### config.mk
export PLATFORM = sky130hd
export DESIGN_NAME = waiz_feature_loader
export DESIGN_NICKNAME = d
export VERILOG_FILES = /design/src/rtl/waiz_feature_loader.sv
export SDC_FILE = /design/constraint.sdc
export NUM_CORES = 1
export LEC_CHECK = 0
export BUFFER_PORTS_ARGS = -buffer_cell sky130_fd_sc_hd__buf_2
export CORE_UTILIZATION = 51
export CTS_CLUSTER_DIAMETER = 120
export DETAILED_ROUTE_END_ITERATION = 16
export PLACE_DENSITY_LB_ADDON = 0.3
export SYNTH_ARGS = -nofsm -noshare
export SYNTH_HDL_FRONTEND = slang
export SYNTH_SLANG_ARGS = --single-unit
export TNS_END_PERCENT = 1
### constraint.sdc
create_clock -name clk -period 4.66 [get_ports clk]
set_input_delay 1.165 -clock clk [delete_from_list [all_inputs] [get_ports clk]]
set_output_delay 1.165 -clock clk [all_outputs]
set_load 0.02 [all_outputs]
### src/rtl/waiz_feature_loader.sv
// Serial-to-parallel feature loader feeding the jet-tagging batchnorm core.
// Collects INPUT_SIZE stream words into one frame, strobes the core, then waits for its rising done.
module waiz_feature_loader #(
  parameter int WIDTH      = 4,
  parameter int INPUT_SIZE = 16,
  parameter int CNT_WIDTH  = 16
) (
  input  logic                                 clk,
  input  logic                                 reset_n,
  input  logic                                 s_valid,
  output logic                                 s_ready,
  input  logic signed [WIDTH-1:0]              s_data,
  input  logic                                 s_last,
  output logic [INPUT_SIZE-1:0][WIDTH-1:0]     input_data,
  output logic                                 input_ready,
  input  logic                                 output_ready,
  output logic                                 frame_err,
  output logic [CNT_WIDTH-1:0]                 frames_done
);

  localparam int IW = (INPUT_SIZE > 1) ? $clog2(INPUT_SIZE) : 1;
  localparam logic [IW-1:0] LAST_IDX = IW'(INPUT_SIZE - 1);

  typedef enum logic [1:0] {
    S_FILL  = 2'd0,
    S_ISSUE = 2'd1,
    S_WAIT  = 2'd2
  } state_t;

  state_t          state;
  logic [IW-1:0]   idx;
  logic            or_q;
  logic            accept;

  assign s_ready = (state == S_FILL);
  assign accept  = s_valid && s_ready;

  always_ff @(posedge clk or negedge reset_n) begin
    if (!reset_n) begin
      state       <= S_FILL;
      idx         <= '0;
      input_data  <= '0;
      input_ready <= 1'b0;
      frame_err   <= 1'b0;
      frames_done <= '0;
      or_q        <= 1'b0;
    end else begin
      or_q        <= output_ready;
      input_ready <= 1'b0;
      case (state)
        S_FILL: begin
          if (accept) begin
            input_data[idx] <= s_data;
            if (idx == LAST_IDX) begin
              // Strobe is launched here so it lines up with the ISSUE cycle.
              idx         <= '0;
              state       <= S_ISSUE;
              input_ready <= 1'b1;
              if (!s_last) frame_err <= 1'b1;
            end else if (s_last) begin
              // Early last: discard the partial frame, stale words are simply overwritten later.
              idx       <= '0;
              frame_err <= 1'b1;
            end else begin
              idx <= idx + 1'b1;
            end
          end
        end
        S_ISSUE: begin
          frames_done <= frames_done + 1'b1;
          state       <= S_WAIT;
        end
        S_WAIT: begin
          // Only a fresh rising edge releases the frame; a level held since ISSUE does not.
          if (output_ready && !or_q) state <= S_FILL;
        end
        default: begin
          state <= S_FILL;
          idx   <= '0;
        end
      endcase
    end
  end

endmodule

# Word-level counts from Yosys, hierarchy flattened
# Index checks and enable logic that the tools add are counted.
dict set report op_classes {
  mux 17
  addsub 2
  n_lt_le_gt_ge 2
  eq_ne 7
  bitwise_logic 1
  n_reduce_logical 11
}
# op count
set op_table {}
lappend op_table {{$bwmux 64} 1}
lappend op_table {{$add 16x1->16 const B} 1}
lappend op_table {{$demux 4 s4} 1}
lappend op_table {{$mux 4} 4}
lappend op_table {{$pmux 4 s2} 1}
lappend op_table {{$mux 1} 6}
lappend op_table {{$mux 2} 3}
lappend op_table {{$pmux 2 s3} 1}
lappend op_table {{$lt 4x5->1 const B} 1}
lappend op_table {{$add 4x1->4 const B} 1}
lappend op_table {{$eq 4x4->1 const B} 1}
lappend op_table {{$ge 4x1->1 const B} 1}
lappend op_table {{$ne 2x1->1 const B} 2}
lappend op_table {{$ne 2x2->1 const B} 2}
lappend op_table {{$reduce_and 2->1} 2}
lappend op_table {{$reduce_and 4->1} 1}
lappend op_table {{$logic_and 1x1->1} 3}
lappend op_table {{$reduce_and 3->1} 1}
lappend op_table {{$eq 2x1->1 const B} 1}
lappend op_table {{$eq 2x2->1 const B} 1}
lappend op_table {{$logic_not 2->1} 1}
lappend op_table {{$reduce_bool 2->1} 1}
lappend op_table {{$reduce_or 2->1} 1}
lappend op_table {{$logic_not 1->1} 1}
lappend op_table {{$not 1->1} 1}
dict set report totals {
  register_bits 89
  input_bits 9
  output_inout_bits 83
  elab_cells 62
}

# Logic depth before layout (Yosys ltp)
# Gate-level depths: netlist of the first run.
dict set report depth {
  depth_word 5
  ltp_mapped 7
  ltp_nobuf 5
}

# Worst setup path before layout of the first run
# OpenSTA, ideal clock, no wires.
dict set report synth_path {
  kind {input-to-reg}
  startpoint {input s_valid}
  endpoint {register input_data[48] (netlist bit)}
  t_required_ps 4535
  stages 5
  path_buffers 2
  path_slack_ps 2484
  setup_time_ps 125
  t_arrival_ps 2052
  cell_sequence {buf_4 > and2_1 > buf_4 > nand4_4 > mux2_2}
}
dict set report synth_between {
  elab_chain_len 2
}
# element line
set synth_rtl {}
lappend synth_rtl {{start: declaration} 10} ;# input logic s_valid,
lappend synth_rtl {{$logic_and 1x1->1} 36} ;# assign accept = s_valid && s_ready;
lappend synth_rtl {{$reduce_and 2->1 (no line)} --}
lappend synth_rtl {{end signal: indexed assignment} 53} ;# input_data[idx] <= s_data;
lappend synth_rtl {{end: declaration} 14} ;# output logic [INPUT_SIZE-1:0][WIDTH-1:0] input_data,
# No other way between the ends.
# A chain may end at the register's enable or synchronous reset.

# Worst setup path after layout of the first run
dict set report layout_path {
  startpoint {register state[1]}
  endpoint {output s_ready}
}
dict set report layout_between {
  elab_chain_len 1
}
# element line
set layout_rtl {}
lappend layout_rtl {{start: declaration} 30} ;# state_t state;
lappend layout_rtl {{start signal: assignment} 40} ;# state <= S_FILL;
lappend layout_rtl {{start signal: assignment} 57} ;# state <= S_ISSUE;
lappend layout_rtl {{start signal: assignment} 71} ;# state <= S_WAIT;
lappend layout_rtl {{$logic_not 2->1} 35} ;# assign s_ready = (state == S_FILL);
lappend layout_rtl {{end: declaration} 11} ;# output logic s_ready,
# No other way between the ends.

==> summary.md, run 1 <==
| Metric | Value |
|---|---|
| Status | `finished clean` |
| Postcts setup bufs | `0` |
| Mapped Cells | `269` |
| RSZ-0062 raised after global routing | `false` |
| # DRC | `0` |
| Worst hold endpoint | `frame_err` |
| CP startpoint kind | `flip-flop` |
| CORE AREA | `7253 um^2` |
| First-pass GRT wire length | `12310 um` |
| Prevailing post-synth register cell | `dfrtp_1` |
| Clk buf depth | `2` |
| CTS clk-pin slew, worst paths | `0.09 ns` |
| Vias in the first global route | `2392` |
| Final hold vios | `0` |
| Die height | `88.65 um` |
| DR pass1 iterations | `4` |
| Initial Util | `0.5279` |
| Final Wtd Congestion | `0.7876` |
| Initial antenna violation count | `0` |
| Post-synthesis async set-or-reset flop share | `1.000` |
| Fillers | `595` |
| Most frequent cell after synthesis | `dfrtp_1` |
| Fin crit share | `0.5838` |
| Crit path capture type | `output pin` |
| Post-synth top area share | `0.5817` |
| Worst EP required | `3.49 ns` |
| Net Count, Synth | `287` |
| Clock H-tree levels | `3` |
| Cts bufs inserted | `9` |
| Detail Placement HPWL | `5317 um` |
| Average routed wire per standard cell | `16.46 um` |
| Worst R2R Setup Slack | `2.61 ns` |
| Syn Area/Cell | `14.23 um^2` |
| Power Density | `477.1 nW/um^2` |
| Peak supply drop | `0.2972 mV` |
| Core Util, Final | `0.6252` |
| Sequential area share after synthesis | `0.5817` |
| IO Port Bufs | `91` |
| Synth top area cells | `dfrtp_1 (58%), mux2_2 (19%), ha_1 (2.9%)` |
| Layout cell share with drive strength beyond 1 | `0.5123` |
| Shortest period the worst path allows | `2.721 ns` |
| Yosys cell types | `36` |
| Remaining antenna violation count | `0` |
| Largest net degree at the start of global routing | `90` |
| Area grow syn2layout | `18.43%` |
| Worst R2R Path Depth | `5` |
| Top cell type by total area after synthesis | `dfrtp_1` |
| Slew of the pin with the lowest slew margin | `1.110 ns` |
| Initial drt markers | `116` |
| Hold Path Origin | `frame_err` |
| Post-CTS Hold Buffers | `0` |
| Post-synth top cells | `dfrtp_1 (89), mux2_2 (66), nor2_1 (10)` |
| Via count | `2490` |
| Number of vias per cell | `5.343` |
| Post-synth EDFFs | `0` |
| Row cnt | `31` |
| Yosys warns | `0` |
| Slew Limit Fails | `0` |
| GRT Total Usage | `0.2104` |
| Worst r2r dst | `input_data[9]` |
| Hold crit path type | `reg -> reg` |
| Worst hold stages | `1` |
| Reg2reg start | `state[1]` |
| CTS Sinks | `89` |
| Max FO, Critical Path | `11` |
| Post-CTS sizing | `0` |
| Root Driver | `clkbuf_8` |
| Die width | `88.65 um` |
| Synth Cell Area | `3829 um^2` |
| Pleak | `2.376 nW` |
| Max Clk Rate | `0.3676 GHz` |
| ANT cells | `0` |
| Nets | `380` |
| Routed WL | `7669 um` |
| Critical path type | `reg -> out` |
| Clock latency at the later pin of the worst-skew pair | `0.35 ns` |
| Slew HR | `0.2599` |
| Setup-failing EPs final | `0` |
| Clock skew | `0.01015 ns` |
| Setup tns final | `0 ns` |
| Num ports | `92` |
| Critical path data arrival time | `1.56 ns` |
| Seq cells post-synth | `89` |
| Die area | `7858 um^2` |
| GR Overflow Total | `0` |
| CTS tree | `done` |
| Max Cap Viol | `0` |
-- per-stage QoR --
stage	setup WS [ns]	instances	area (um^2)	total power, W	hold slack, ns
6_report	1.939	466	4534	0.002163	0.4648
5_1_grt	1.835	466	4534	0.002278	0.4858
4_1_cts	1.921	466	4534	0.002187	0.4723
3_5_place_dp	2.221	450	4354	0.001700	0.4552
3_3_place_gp	2.284	450	4354	0.001680	0.4473
2_1_floorplan	2.484	269	3829	0.001460	0.5076
-- routing by layer --
| layer | track usage | vias to the layer above | part of all wire |
|---|---|---|---|
| li1 | - | 1137 | - |
| met1 | 0.2884 | 1273 | 0.45 |
| met2 | 0.3196 | 70 | 0.48 |
| met3 | 0.05784 | 10 | 0.063 |
| met4 | 0.08358 | 0 | 0.014 |
| met5 | 0 | - | 0 |
-- where the power goes --
part           switching, W  total [W]  internal (W)  leakage, nW
Sequential        0.0000994    0.00104      0.000939         1.18
Clock              0.000275   0.000485      0.000210       0.0782
Combinational      0.000381   0.000639      0.000258         1.12
Total              0.000755    0.00216       0.00141         2.38
-- critical path, stage by stage (launching register included) --
cell and delay (ns):
dfrtp_1 0.41, inv_1 0.12, ha_1 0.42, buf_2 0.26
-- logic make-up after synthesis --
logic type,after synthesis,synth area share
buffers and inverters,16,0.02157
flip-flops,89,0.5817
multiplexers,66,0.1941
AND/OR/NAND/NOR,59,0.1092
adder cells (fa/ha/maj),9,0.02941
XOR/XNOR,16,0.03660
AO/OA/AOI/OAI,14,0.02745
-- layout make-up --
cell class / count / area [um^2] / area share
Inverter: 7 / 26.28 / 0.005795
Sequential cell: 89 / 2227 / 0.4912
Clock inverter: 5 / 38.79 / 0.008554
Multi-Input combinational cell: 164 / 1519 / 0.3350
Timing Repair Buffer: 91 / 457.9 / 0.1010
Clock buffer: 11 / 141.4 / 0.03118
Tap cell: 99 / 123.9 / 0.02732
-- worst max-delay path by stage --
stage	from	end	slack [ns]	cells past startpoint
2_1_floorplan	s_valid	input_data[48]	2.48	5
3_3_place_gp	s_valid	input_data[12]	2.28	4
3_5_place_dp	s_valid	input_data[9]	2.22	4
4_1_cts	state[1]	s_ready	1.92	3
5_1_grt	state[1]	s_ready	1.83	3
6_report	state[1]	s_ready	1.94	3
-- sequential cells by signal, indices dropped and copies added (netlist names) --
name	flops
frame_err	1
frames_done	16
idx	4
input_data	64
input_ready	1
or_q	1
state	2
-- layout by cell type, fill, tap and decap left out, types with 2 or more instances in the layout --
cell        count
nand3_2         4
nand4_4         3
xnor2_1         7
nor2_2          3
nor4_1          3
o21ai_0         2
a22o_1          2
nor3_1          6
nand2b_1        3
a211oi_1        2
nand4_1         5
ha_1            9
clkbuf_8       10
a21o_1          3
nand3_1         6
nor2_1         10
dfrtp_1        89
mux2_2         66
nand2_1         8
clkinvlp_4      4
buf_2          90
xor2_1          9
inv_1           7
Power figures use the tool's default switching activity.
==> run 2, diff against run 1 <==
Settings changed: CORE_UTILIZATION 51 to 48.
Clock period 4.66 ns to 2.4 ns, I/O delays scaled along.
==> summary.md, run 2 (synthesis gave the netlist of run 1 again) <==
| Metric | Value |
|---|---|
| Via count | `2452 (was 2490)` |
| Fillers | `612 (was 595)` |
| Worst r2r dst | `input_data[4] (was input_data[9])` |
| Final hold vios | `0 (unchanged)` |
| Average routed wire per standard cell | `16.44 um (was 16.46 um)` |
| Power Density | `989.9 nW/um^2 (was 477.1 nW/um^2)` |
| CTS Sinks | `89 (unchanged)` |
| Setup-failing EPs final | `0 (unchanged)` |
| Clock latency at the later pin of the worst-skew pair | `0.35 ns (about the same)` |
| Detail Placement HPWL | `5489 um (was 5317 um)` |
| Max Clk Rate | `0.4716 GHz` |
| Area grow syn2layout | `21.67% (was 18.43%)` |
| Slew Limit Fails | `0 (unchanged)` |
| First-pass GRT wire length | `12950 um (was 12310 um)` |
| Critical path data arrival time | `1.52 ns (was 1.56 ns)` |
| Max Cap Viol | `0 (unchanged)` |
| Die height | `91.31 um (was 88.65 um)` |
| Remaining antenna violation count | `0 (unchanged)` |
| Clock skew | `0.01106 ns (was 0.01015 ns)` |
| Postcts setup bufs | `0 (unchanged)` |
| Worst EP required | `1.80 ns (was 3.49 ns)` |
| Max reg flops | `64 (unchanged)` |
| Routed WL | `7761 um (was 7669 um)` |
| Finished Cell Area | `4658 um^2 (was 4534 um^2)` |
| Layout cell share with drive strength beyond 1 | `0.5162 (was 0.5123)` |
| CORE AREA | `7727 um^2 (was 7253 um^2)` |
| ANT cells | `0 (unchanged)` |
| Nets | `383 (was 380)` |
| Number of vias per cell | `5.195 (was 5.343)` |
| Hold crit path type | `in -> async (was reg -> reg)` |
| Shortest period the worst path allows | `2.121 ns` |
| Status | `finished clean (unchanged)` |
| # DRC | `0 (unchanged)` |
| CTS tree | `done (unchanged)` |
| Die area | `8338 um^2 (was 7858 um^2)` |
| Cts bufs inserted | `9 (unchanged)` |
| Fin crit share | `0.8836` |
| GRT Total Usage | `0.2030 (was 0.2104)` |
| Most common cell after layout, fill and taps aside | `buf_2 (unchanged)` |
| Final Wtd Congestion | `0.8225 (was 0.7876)` |
| Setup tns final | `0 ns (unchanged)` |
| Worst R2R Setup Slack | `0.38 ns (was 2.61 ns)` |
| Commonest cells after routing, fill and taps aside | `buf_2 (90), dfrtp_1 (89), mux2_2 (66) (unchanged)` |
| GR Overflow Total | `0 (unchanged)` |
| IO Port Bufs | `91 (unchanged)` |
| Slew of the pin with the lowest slew margin | `0.5260 ns (was 1.110 ns)` |
| Clock H-tree levels | `3 (unchanged)` |
| Biggest regs | `input_data (64), frames_done (16), idx (4) (unchanged)` |
| Vias in the first global route | `2514 (was 2392)` |
| Max FO, Critical Path | `11 (unchanged)` |
| CTS clk-pin slew, worst paths | `0.09 ns (about the same)` |
| Post-CTS sizing | `0 (unchanged)` |
| CP startpoint kind | `flip-flop (unchanged)` |
| Slew HR | `0.6493 (was 0.2599)` |
| DR pass1 iterations | `4 (unchanged)` |
| Cell Area, Placed | `4393 um^2 (was 4354 um^2)` |
| Root Driver | `clkbuf_8 (unchanged)` |
| Row cnt | `32 (was 31)` |
| Post-CTS Hold Buffers | `0 (unchanged)` |
| Critical path type | `reg -> out (unchanged)` |
| Num ports | `92 (unchanged)` |
| Crit path capture type | `output pin (unchanged)` |
| Initial drt markers | `76 (was 116)` |
| Die width | `91.31 um (was 88.65 um)` |
| Largest Register | `input_data (unchanged)` |
| Initial Util | `0.4955 (was 0.5279)` |
| Reg2reg start | `state[0] (was state[1])` |
| Peak supply drop | `0.6168 mV (was 0.2972 mV)` |
| Pleak | `2.448 nW (was 2.376 nW)` |
| Worst R2R Path Depth | `5 (unchanged)` |
| Clk buf depth | `2 (unchanged)` |
| RSZ-0062 raised after global routing | `false (unchanged)` |
| Initial antenna violation count | `0 (unchanged)` |
| Largest net degree at the start of global routing | `42 (was 90)` |
-- run 2: cell types whose count changed in the layout (fill, tap and decap cells not counted), sizes merged --
cell and delta:
bufinv +4, buf +3, clkinv +1, clkbuf -1, clkinvlp -4
-- run 2: cell type report --
cell class	instances	area, um^2	share of cell area
inverter	7	26.28	0.005641
timing repair buffer	94	493.0	0.1058
clock buffer	10	127.6	0.02740
clock inverter	6	137.6	0.02955
tap	102	127.6	0.02740
multi-input combinational	164	1519	0.3261
sequential	89	2227	0.4781
-- run 2: critical path: stages (launching register included) --
cell and delay, ns:
dfrtp_1 0.41, inv_1 0.11, ha_1 0.40, buf_2 0.25
-- run 2: stage by stage --
stage	total power [W]	setup WS [ns]	hold slack (ns)	std cells	utilization
2_1_floorplan	0.002834	0.5922	0.3044	269	-
3_3_place_gp	0.003293	0.4555	0.4519	456	0.5685
3_5_place_dp	0.003318	0.3928	0.4533	456	0.5685
4_1_cts	0.004664	0.2630	0.2289	472	0.6028
5_1_grt	0.004826	0.1457	0.2429	472	0.6028
6_report	0.004611	0.2794	0.2210	472	0.6028
-- run 2: worst max-delay path by stage --
stage | start | endpoint | slack, ns | cells after the start
after CTS | state[0] | s_ready | 0.26 | 3
final | state[0] | s_ready | 0.28 | 3
after global routing | state[0] | s_ready | 0.15 | 3
after global placement | state[0] | input_data[8] | 0.46 | 5
after floorplan | state[0] | input_data[0] | 0.59 | 6
after detailed placement | state[0] | input_data[41] | 0.39 | 5
-- run 2: power breakdown --
group | internal [W] | switching [W]
sequential | 0.00182 | 0.000196
combinational | 0.000508 | 0.000757
clock | 0.000803 | 0.000522
-- run 2: metal layers --
| metal | wire length [um] | GRT usage | vias to the layer above |
|---|---|---|---|
| met1 | 3491 | 0.2632 | 1240 |
| met4 | 97 | 0.08333 | 0 |
| met2 | 3779 | 0.3245 | 63 |
| li1 | - | - | 1142 |
| met3 | 392 | 0.05360 | 7 |
| met5 | 0 | 0 | - |
